--- src/rtl/ddr3_cont_req_queue.sv ---
// CPU-side request queue for the DDR3 controller: captures CPU requests into a
// FIFO and presents them first-word-fall-through to the controller core.
module ddr3_cont_req_queue #(
    parameter int DEPTH  = 8,
    parameter int SKID   = 1,
    parameter int ADDR_W = 15,
    parameter int BA_W   = 3,
    parameter int COL_W  = 10,
    parameter int DATA_W = 64
) (
    input  logic                         cpu_clk,
    input  logic                         reset_n,
    input  logic                         cpu_addr_valid,
    input  logic                         cpu_cmd,
    input  logic [BA_W-1:0]              cpu_ba,
    input  logic [ADDR_W-1:0]            cpu_addr,
    input  logic [COL_W-1:0]             cpu_col,
    input  logic [DATA_W-1:0]            cpu_wr_data,
    output logic                         cpu_cmd_rdy,
    output logic                         req_valid,
    input  logic                         req_ready,
    output logic                         req_cmd,
    output logic [BA_W-1:0]              req_ba,
    output logic [ADDR_W-1:0]            req_addr,
    output logic [COL_W-1:0]             req_col,
    output logic [DATA_W-1:0]            req_wr_data,
    output logic [$clog2(DEPTH+1)-1:0]   count,
    input  logic                         ovf_clr,
    output logic                         ovf_err
);

    localparam int PTR_W = $clog2(DEPTH);
    localparam int CNT_W = $clog2(DEPTH + 1);
    localparam int ENT_W = 1 + BA_W + ADDR_W + COL_W + DATA_W;

    logic [ENT_W-1:0] mem [DEPTH];

    logic [PTR_W-1:0] wr_ptr_q, wr_ptr_d;
    logic [PTR_W-1:0] rd_ptr_q, rd_ptr_d;
    logic [CNT_W-1:0] count_q, count_d;
    logic             ovf_q, ovf_d;

    logic             push;
    logic             pop;
    logic             drop;
    logic [ENT_W-1:0] wr_entry;
    logic [ENT_W-1:0] rd_entry;

    assign wr_entry = {cpu_cmd, cpu_ba, cpu_addr, cpu_col, cpu_wr_data};
    assign rd_entry = mem[rd_ptr_q];

    // Full/empty come from the occupancy counter alone; pointers just wrap.
    assign pop  = (count_q != '0) && req_ready;
    assign push = cpu_addr_valid && ((count_q < CNT_W'(DEPTH)) || pop);
    assign drop = cpu_addr_valid && !push;

    always_comb begin
        wr_ptr_d = wr_ptr_q;
        rd_ptr_d = rd_ptr_q;
        count_d  = count_q;
        ovf_d    = ovf_q;
        if (push) wr_ptr_d = wr_ptr_q + PTR_W'(1);
        if (pop)  rd_ptr_d = rd_ptr_q + PTR_W'(1);
        case ({push, pop})
            2'b10:   count_d = count_q + CNT_W'(1);
            2'b01:   count_d = count_q - CNT_W'(1);
            default: count_d = count_q;
        endcase
        // A drop in the same cycle as a clear must still be reported.
        if (drop)         ovf_d = 1'b1;
        else if (ovf_clr) ovf_d = 1'b0;
    end

    always_ff @(posedge cpu_clk or negedge reset_n) begin
        if (!reset_n) begin
            wr_ptr_q <= '0;
            rd_ptr_q <= '0;
            count_q  <= '0;
            ovf_q    <= 1'b0;
        end else begin
            wr_ptr_q <= wr_ptr_d;
            rd_ptr_q <= rd_ptr_d;
            count_q  <= count_d;
            ovf_q    <= ovf_d;
        end
    end

    always_ff @(posedge cpu_clk) begin
        if (push) mem[wr_ptr_q] <= wr_entry;
    end

    // Ready drops SKID entries early so the CPU's registered valid still fits.
    assign cpu_cmd_rdy = reset_n && (count_q <= CNT_W'(DEPTH - 1 - SKID));
    assign req_valid   = (count_q != '0);
    assign count       = count_q;
    assign ovf_err     = ovf_q;
    assign {req_cmd, req_ba, req_addr, req_col, req_wr_data} = rd_entry;

endmodule

--- config.mk ---
export PLATFORM = sky130hd
export DESIGN_NAME = ddr3_cont_req_queue
export DESIGN_NICKNAME = d
export VERILOG_FILES = /design/src/rtl/ddr3_cont_req_queue.sv
export SDC_FILE = /design/constraint.sdc
export NUM_CORES = 1
export LEC_CHECK = 0
export ABC_AREA = 1
export BUFFER_PORTS_ARGS = -buffer_cell sky130_fd_sc_hd__buf_2
export CORE_ASPECT_RATIO = 1.4
export CORE_MARGIN = 2
export CORE_UTILIZATION = 63
export CTS_BUF_LIST = sky130_fd_sc_hd__clkbuf_8
export DETAILED_ROUTE_END_ITERATION = 8
export PLACE_DENSITY = 0.94
export SYNTH_ARGS = -nofsm -noshare
export SYNTH_HDL_FRONTEND = slang
export SYNTH_SLANG_ARGS = --single-unit
--- constraint.sdc ---
create_clock -name cpu_clk -period 6.16 [get_ports cpu_clk]
set_clock_uncertainty 0.05 [all_clocks]
set_input_delay 0 -clock cpu_clk [delete_from_list [all_inputs] [get_ports cpu_clk]]
set_output_delay 0 -clock cpu_clk [all_outputs]
set_load 0.02 [all_outputs]
Yosys cells after proc, flatten, opt, wreduce, memory -nomap -nowiden. Memories as Yosys holds them, arrays and structs flattened. Cells that the tools add are included.

Word-level logic and storage cells: 27. Bits in latches: 0. Memories kept: 1. Bits in read-only memories: 0. Register bits: 11. Output and inout bits: 100. Memory bits (writable): 744. Input port bits: 98.

Bitwise logic cells: 0. Multipliers: 0. Add/sub/neg operators: 4. Eq/ne operators: 2. Mux-type cells: 5. Reductions and logical operators: 9. Div/mod/pow operators: 0. Shift operators: 0. $lt $le $gt $ge: 2.

Memories: mem (words 8, width 93, read ports 1, clocked after Yosys merged registers in 0, write ports 1, RTL line 36) `logic [ENT_W-1:0] mem [DEPTH];`.

Operators with widths (count): case mux 4 bit (2 select lines) (1); adder 3 x 1 -> 3 bit, second input constant (2); adder 4 x 1 -> 4 bit, second input constant (1); <= comparator 4 x 3 -> 1 bit, second input constant (1); logical AND 1 bit (4); < comparator 4 bit, second input constant (1); 2-to-1 mux 1 bit (4); nonzero test 2 bit (2); nonzero test 4 bit (1); subtractor 4 x 1 -> 4 bit, second input constant (1); == test 2 x 1 -> 1 bit, second input constant (1); == test 2 bit, second input constant (1); logical NOT 1 bit (1); logical OR 1 bit (1).

Depth between registers and ports, before layout. Gate-level depths: netlist of the first run.

Word-level depth: 7. Mapped depth: 14. Depth with buffers taken out: 14.

Worst setup path after synthesis of the first run. OpenSTA, ideal clock, no wires.

Kind: reg2reg. Start point: register count_q[3] (netlist: count[3]). End point: memory mem[2][0] in the netlist's numbering, enable pin. Buffers on the path: 0. Clock period less this slack: 5.681 ns. Library setup time: 0.546 ns. Stages on the path, launching flop included: 7. Data required time: 5.564 ns. Slack: 0.479 ns. Data arrival time: 5.085 ns. Cell sequence: dfrtp_1 nor2_1 nand2_1 nand2_1 nand2_1 nand3_1 nor2_1.

Word-level cells in the longest chain between the ends: 6. Elaborated cells between the ends (all ways): 7. Classes of those cells: order compare (1); mux (2); reduce/logical (4).

RTL lines: from (decl) (RTL line 40) `logic [CNT_W-1:0] count_q, count_d;`; from (signal assigned) (RTL line 83) `count_q <= count_d;`; nonzero test 4 bit; named net req_valid (RTL line 20) `output logic req_valid,`; logical AND 1 bit (RTL line 53) `assign pop = (count_q != '0) && req_ready;`; logical OR 1 bit (RTL line 54) `assign push = cpu_addr_valid && ((count_q < CNT_W'(DEPTH)) || pop);`; logical AND 1 bit (RTL line 54); 2-to-1 mux 1 bit (RTL line 89) `if (push) mem[wr_ptr_q] <= wr_entry;`; 2-to-1 mux 1 bit (not written as such) (RTL line 89); to (decl) (RTL line 36).

The timed path passes the listed nets, and every way through them passes these cells.

Final worst setup path of the first run.
Start point: register rd_ptr_q[1]. End point: output req_wr_data[21].

Word-level cells in the longest chain between the ends: 1.

RTL lines: from (decl) (RTL line 39) `logic [PTR_W-1:0] rd_ptr_q, rd_ptr_d;`; from (signal assigned) (RTL line 82) `rd_ptr_q <= rd_ptr_d;`; memory read (8 x 93 bit); to (decl) (RTL line 26) `output logic [DATA_W-1:0] req_wr_data,`.

Every way passes these cells.

==> run summary, run 1 <==
Initial antenna violation count: 3
Multiplexer share of the synthesized area: 0
R2R depth: 7
R2r setup slk: 2940 ps
Largest net degree at the start of global routing: 249
Gr usage total: 0.306
Cell accounting for the most synthesized area: edfxtp_1
Peak VDD IR: 0.484 mV
CTS root buf: clkbuf_8
Fin util: 0.727
# DRC: 0
Cells after Synth: 2,566
Global-route wire length before repair: 118 mm
H-Tree Depth: 3
Via density: 5.98
Worst-Skew Late Latency: 690 ps
DIE HEIGHT: 264 um
Seq/Total Area, Yosys: 0.742
Vias: 21,400
Die area: 50,200 um^2
Die span in x: 190 um
Number of DRC markers in iteration 0: 2,979
Synth Area in Simple Gates: 0.145
Fin. Hold Viols: 0
Initial Utilization: 0.636
Synth Register Bits: 755
Drt pass-1 iters: 6
Yosys cell types: 23
CP endpoint kind: output pin
CP Max Fanout: 98
Hold path cells: 2
# Post-CTS Setup Buffers: 0
CTS max path bufs: 3
Commonest cells after routing, fill and taps aside: edfxtp_1 (744), nand2_1 (589), nor2_1 (562)
CP endpoint: req_wr_data[21]
# IOs: 198
Synth Area in XOR/XNOR: 0.00115
Slew Viols, Final: 0
Synth area leaders: edfxtp_1 (73%), nand2_1 (7.3%), nor2_1 (7.0%)
Port Buf Inserts: 197
CTS sink cnt: 755
Fmax: 0.246 GHz
Synth Cell Area: 30,500 um^2
Cts bufs inserted: 104
Leakage dissipation: 13.3 nW
Grt ovf: 0
WS Path Type: reg2out
Hold Path Class: in2reg
Worst setup path start: rd_ptr_q[1]
Num rows: 95
Detail Route Antenna Nets: 0
Adder-cell area share of the yosys netlist: 0.00271
Power per standard cell area: 491 nW/um^2
Dpl hpwl: 38.0 mm
Max-slew headroom: 0.203
Final setup fails: 0
Drt wl/cell: 21.4 um
CTS tree: yes
Core area: 47,900 um^2
Largest family of logic cells by synthesized area: simple AND/OR/NAND/NOR gates
Final hold slack: 63.4 ps
Cts repair resizes: 0
Most common cell after layout, fill and taps aside: edfxtp_1
R2r startpoint: count[0]
WP data required: 6110 ps
Outcome: complete, no violations
Clock-pin slew on the worst setup and hold paths: 70 ps
RR Endpoint: mem[6][8]
# Max-Cap Violations: 0
Number of global-route vias before repair: 22,000
Final WL: 76.2 mm
Syn_nets: 2,670
Fin crit period: 4070 ps
Area growth syn-to-layout: 14.2%
CP startpoint kind: flop
Hold_buf cts: 101
Slew @ Worst Pin: 1200 ps
Tcrit/Tclk final: 0.661
Layout cells sized above 1: 0.129
Nets: 2,953
Worst EP arrival: 4020 ps
RSZ-0062 raised after global routing: false
Setup TNS: 0 ps
Synth Area per Inst: 11.9 um^2
Compound-Gate Fraction of Synth Area: 0.0694
YS warnings: 0
GP Congestion: 0.844
Top-area cell type share of the netlist area: 0.733
synthesized netlist by cell type:
| cell type | instances |
|---|---|
| clkbuf_1 | 16 |
| buf_6 | 8 |
| buf_4 | 29 |
| inv_4 | 1 |
| edfxtp_1 | 744 |
| o211ai_1 | 93 |
| xnor2_1 | 1 |
| o21ai_0 | 55 |
| dfrtp_1 | 11 |
| or2_2 | 1 |
| clkbuf_2 | 10 |
| o21ai_1 | 228 |
| ha_1 | 5 |
| nand2_2 | 1 |
| nand3_1 | 11 |
| buf_2 | 68 |
| inv_2 | 1 |
| fa_1 | 1 |
| nand2_1 | 589 |
| nor2_1 | 570 |
| buf_1 | 14 |
| inv_1 | 106 |
| xor2_1 | 3 |
power by group:
part / total (W) / leakage (nW) / switching [W] / internal (W)
Sequential: 0.00677 / 6.88 / 0.000431 / 0.00634
Clock: 0.00387 / 1.11 / 0.00192 / 0.00195
Combinational: 0.00644 / 5.27 / 0.00465 / 0.00180
Total: 0.0171 / 13.3 / 0.00700 / 0.0101
worst min-delay path by stage:
stage                      startpoint          to  slack (ps)
after floorplan               reset_n    count[0]        -350
after global placement        reset_n     ovf_err        -160
after detailed placement      reset_n     ovf_err        -150
after CTS                 cpu_addr[4]  mem[1][78]          30
after global routing      cpu_addr[4]  mem[1][78]          50
final                     cpu_addr[9]  mem[3][83]          60
cells by family after synthesis:
| kind of cell | count (synthesis) |
|---|---|
| compound gates | 376 |
| xor+xnor | 4 |
| buf+inv | 253 |
| flops | 755 |
| fa+ha+maj | 6 |
| simple gates | 1172 |
final cells by class:
cell class	instances	area (um^2)
Clock buffer	106	1460
Multi-Input combinational cell	1558	6710
Clock inverter	88	598
Antenna cell	3	7.51
Tap cell	630	788
Fill cell	2711	13100
Inverter	108	418
Sequential cell	755	22600
Timing Repair Buffer	322	2210
sequential cells by signal, summed over array words and instances, names as in the netlist:
register,cells
rd_ptr_q,3
wr_ptr_q,3
ovf_err,1
count,4
mem,744
metal layers:
metal  vias up  global-route usage  part of all wire
li1       9354                   -                 -
met1     10100               0.372              0.34
met2      1538               0.509              0.51
met3       328              0.0597              0.10
met4         2               0.183             0.049
met5         -                   0           0.00017
critical path: stages (launching register included):
cell,delay [ps]
dfrtp_4,1220
inv_4,560
buf_4,490
nor2_1,260
o21ai_0,160
nand2_1,140
nand2_1,70
nand2_1,150
buf_2,190
stage by stage:
| step | instances | power [W] | setup WS (ps) | instance area, um^2 |
|---|---|---|---|---|
| floorplan | 2566 | 0.0112 | 479 | 30500 |
| global placement | 3272 | 0.0126 | 3120 | 31700 |
| detailed placement | 3272 | 0.0130 | 3070 | 31700 |
| CTS | 3567 | 0.0169 | 2160 | 34800 |
| global route | 3569 | 0.0179 | 1960 | 34800 |
| finish | 3570 | 0.0171 | 2090 | 34800 |
No activity file was read; power rests on OpenSTA's default activity.
==> run 2, diff against run 1 <==
--- a/config.mk
+++ b/config.mk
@@ -5,14 +5,14 @@
 export SDC_FILE = /design/constraint.sdc
 export NUM_CORES = 1
 export LEC_CHECK = 0
-export ABC_AREA = 1
+export ABC_AREA = 0
 export BUFFER_PORTS_ARGS = -buffer_cell sky130_fd_sc_hd__buf_2
 export CORE_ASPECT_RATIO = 1.4
 export CORE_MARGIN = 2
-export CORE_UTILIZATION = 63
+export CORE_UTILIZATION = 56
 export CTS_BUF_LIST = sky130_fd_sc_hd__clkbuf_8
 export DETAILED_ROUTE_END_ITERATION = 8
-export PLACE_DENSITY = 0.94
+export PLACE_DENSITY = 0.9
 export SYNTH_ARGS = -nofsm -noshare
 export SYNTH_HDL_FRONTEND = slang
 export SYNTH_SLANG_ARGS = --single-unit
==> constraint.sdc (replaced) <==
create_clock -name cpu_clk -period 3.5 [get_ports cpu_clk]
set_clock_uncertainty 0.05 [all_clocks]
set_input_delay 0 -clock cpu_clk [delete_from_list [all_inputs] [get_ports cpu_clk]]
set_output_delay 0 -clock cpu_clk [all_outputs]
set_load 0.02 [all_outputs]
==> run 2 against run 1 <==
Against the previous run: combinational power grew 39%; sequential share of layout area up 2.3 points; synthesized cell count is 55% lower; power rose by 58%; global-route usage fell by 8.5 points; critical path depth did not move; core utilization shrank 6.6 points; setup slack got worse by 1700 ps; die area grew 5.7%; register-to-register slack got worse by 2500 ps; non-clock buffer count up 13; largest cell class unchanged; largest power group unchanged.
==> run summary, run 2 <==
Initial antenna violation count: 1 (-2)
Peak VDD IR: 0.692 mV (+43%)
DP Area: 30,600 um^2 (-3.6%)
Yosys cell types: 33 (+43%)
Outcome: complete, no violations
Via density: 5.89 (-1.5%)
CTS max path bufs: 3 (unchanged)
WS Path Type: reg2reg
DIE HEIGHT: 272 um (+2.8%)
Die span in x: 195 um (+2.8%)
CP cell instances: or4_1 -> nand2_1 -> inv_1 -> ha_1 -> ha_1 -> or4b_2 -> o311ai_0 -> o211ai_1
Initial Utilization: 0.563 (-0.0732)
Area growth syn-to-layout: 17.4%
RSZ-0062 raised after global routing: false
Fin crit period: 3080 ps
Synth Area per Inst: 25.0 um^2 (+110%)
Drt wl/cell: 25.2 um (+18%)
Final hold slack: 62.7 ps (-0.732 ps)
Cts bufs inserted: 104 (unchanged)
Worst setup path start: count[3]
Number of synthesized flops with an enable pin: 744 (unchanged)
Syn_nets: 1,249 (-53%)
Slowest stage cell, crit path: or4b_2
Setup WS pre-CTS: 469 ps (-2600 ps)
Synth Cell Area: 28,700 um^2 (-6.0%)
CTS tree: yes
Synth cell count leaders: edfxtp_1 (744), mux4_2 (171), mux2_2 (96)
Slowest stage delay, CP: 690 ps (-530 ps)
CTS root buf: clkbuf_8
Port Buf Inserts: 197 (unchanged)
Dpl hpwl: 29.8 mm (-22%)
Num rows: 98 (+3.2%)
Clock-pin slew on the worst setup and hold paths: 70 ps (about the same)
Most common cell after layout, fill and taps aside: edfxtp_1
Number of DRC markers in iteration 0: 985 (-67%)
Drt pass-1 iters: 5 (-1)
# DRC: 0 (unchanged)
Largest Register: mem
Fin util: 0.661 (-0.0659)
Core area: 50,900 um^2 (+6.2%)
Synth Register Bits: 755 (unchanged)
Synth async-reset ratio: 0.0146 (unchanged)
Final setup fails: 0 (unchanged)
Cell accounting for the most synthesized area: edfxtp_1
Tcrit/Tclk final: 0.879
Hold Startpoint: cpu_wr_data[39]
CTS sink cnt: 755 (unchanged)
WP data required: 4020 ps (-2090 ps)
Final WL: 57.2 mm (-25%)
Max-slew headroom: 0.421 (+0.219)
Worst-Skew Late Latency: 700 ps (about the same)
Commonest cells after routing, fill and taps aside: edfxtp_1 (744), buf_2 (197), mux4_2 (171)
Design area: 33,600 um^2 (-3.4%)
Layout cells sized above 1: 0.390 (+0.261)
Vias: 13,400 (-37%)
Detail Route Antenna Nets: 0 (unchanged)
# Max-Cap Violations: 0 (unchanged)
R2r startpoint: count[3]
Most frequent cell after synthesis: edfxtp_1
Gr usage total: 0.220 (-0.0853)
GP Congestion: 0.731 (-13%)
Hold Path Class: in2reg
YS warnings: 0 (unchanged)
CP endpoint kind: flop
Worst EP arrival: 3600 ps (-420 ps)
CP startpoint kind: flop
Max FFs per register: 744 (unchanged)
Setup TNS: 0 ps (unchanged)
Global-route wire length before repair: 86.8 mm (-26%)
Slew Viols, Final: 0 (unchanged)
Nets: 1,637 (-45%)
Fmax: 0.325 GHz
# IOs: 198 (unchanged)
H-Tree Depth: 3 (unchanged)
Grt ovf: 0 (unchanged)
Power per standard cell area: 802 nW/um^2 (+64%)
Number of global-route vias before repair: 14,600 (-33%)
Fin. Hold Viols: 0 (unchanged)
CP Max Fanout: 9 (-91%)
Synth area leaders: edfxtp_1 (78%), mux4_2 (13%), mux2_2 (3.8%)
Ys flop type: edfxtp_1
Most used cell, CP: ha_1
Seq/Total Area, Yosys: 0.789 (+0.0472)
Top-area cell type share of the netlist area: 0.779 (+0.0466)
Largest net degree at the start of global routing: 93 (-63%)
Cells after Synth: 1,145 (-55%)
Slew @ Worst Pin: 868 ps (-328 ps)
Final worst setup slack: 424 ps (-1660 ps)
Die area: 53,000 um^2 (+5.7%)
Leakage dissipation: 11.2 nW (-15%)
-- run 2: worst paths after layout --
check | cells past startpoint | slack (ps) | to
worst max-delay path | 8 | 420 | count[3]
worst min-delay path | 2 | 60 | mem[5][39]
worst max register to register | 8 | 420 | count[3]
worst min register to register | 1 | 530 | wr_ptr_q[0]
max in group asynchronous | 3 | 2660 | rd_ptr_q[0]
min in group asynchronous | 3 | 320 | count[2]
-- run 2: timing repair --
item	4_1_cts	5_1_grt
hold endpoints to repair	765	0
hold buffers	111	0
gates resized for setup	0	0
setup buffers	0	0
-- run 2: routing by layer --
metal | up-vias | track usage | part of all wire
met4 | 0 | 0.0920 | 0.032
li1 | 5726 | - | -
met3 | 126 | 0.0386 | 0.058
met5 | - | 0 | 0
met2 | 524 | 0.389 | 0.54
met1 | 6990 | 0.271 | 0.37
-- run 2: power breakdown --
group / switching [W] / internal [W]
logic: 0.00488 / 0.00406
registers: 0.000576 / 0.0112
clock network: 0.00315 / 0.00310
total: 0.00860 / 0.0184
-- run 2: cell families (layout without fill, tap and decap cells) --
group,count (synthesis),in the layout,share of synthesized area
AOI/OAI and AO/OA,8,8,0.00201
xor gates and xnor gates,6,6,0.00183
adders and majority gates,6,6,0.00288
buffers and inverters,61,533,0.0131
DFF,755,755,0.789
muxes,283,283,0.186
other,0,1,0
and+or+nand+nor,26,26,0.00485
-- run 2: worst max-delay path, delay by kind of cell (launching register included) --
| kind | cells | cell delay [ps] |
|---|---|---|
| simple gates | 3 | 1450 |
| fa+ha+maj | 2 | 660 |
| flops | 1 | 470 |
| compound gates | 2 | 240 |
| buf+inv | 1 | 70 |
-- run 2: final cells by class --
| cell class | count | area, um^2 |
|---|---|---|
| multi-input cells | 329 | 5750 |
| repair buffers | 335 | 2490 |
| diodes | 1 | 2.50 |
| inverters | 8 | 30.0 |
| clock inverters | 82 | 443 |
| well taps | 650 | 813 |
| fillers | 3022 | 17200 |
| flip-flops and latches | 755 | 22600 |
| clock buffers | 108 | 1490 |
-- run 2: through the flow --
step                      cells  total power [W]
after floorplan            1145           0.0182
after global placement     1966           0.0205
after detailed placement   1966           0.0209
after CTS                  2267           0.0272
after global routing       2268           0.0281
final                      2268           0.0270
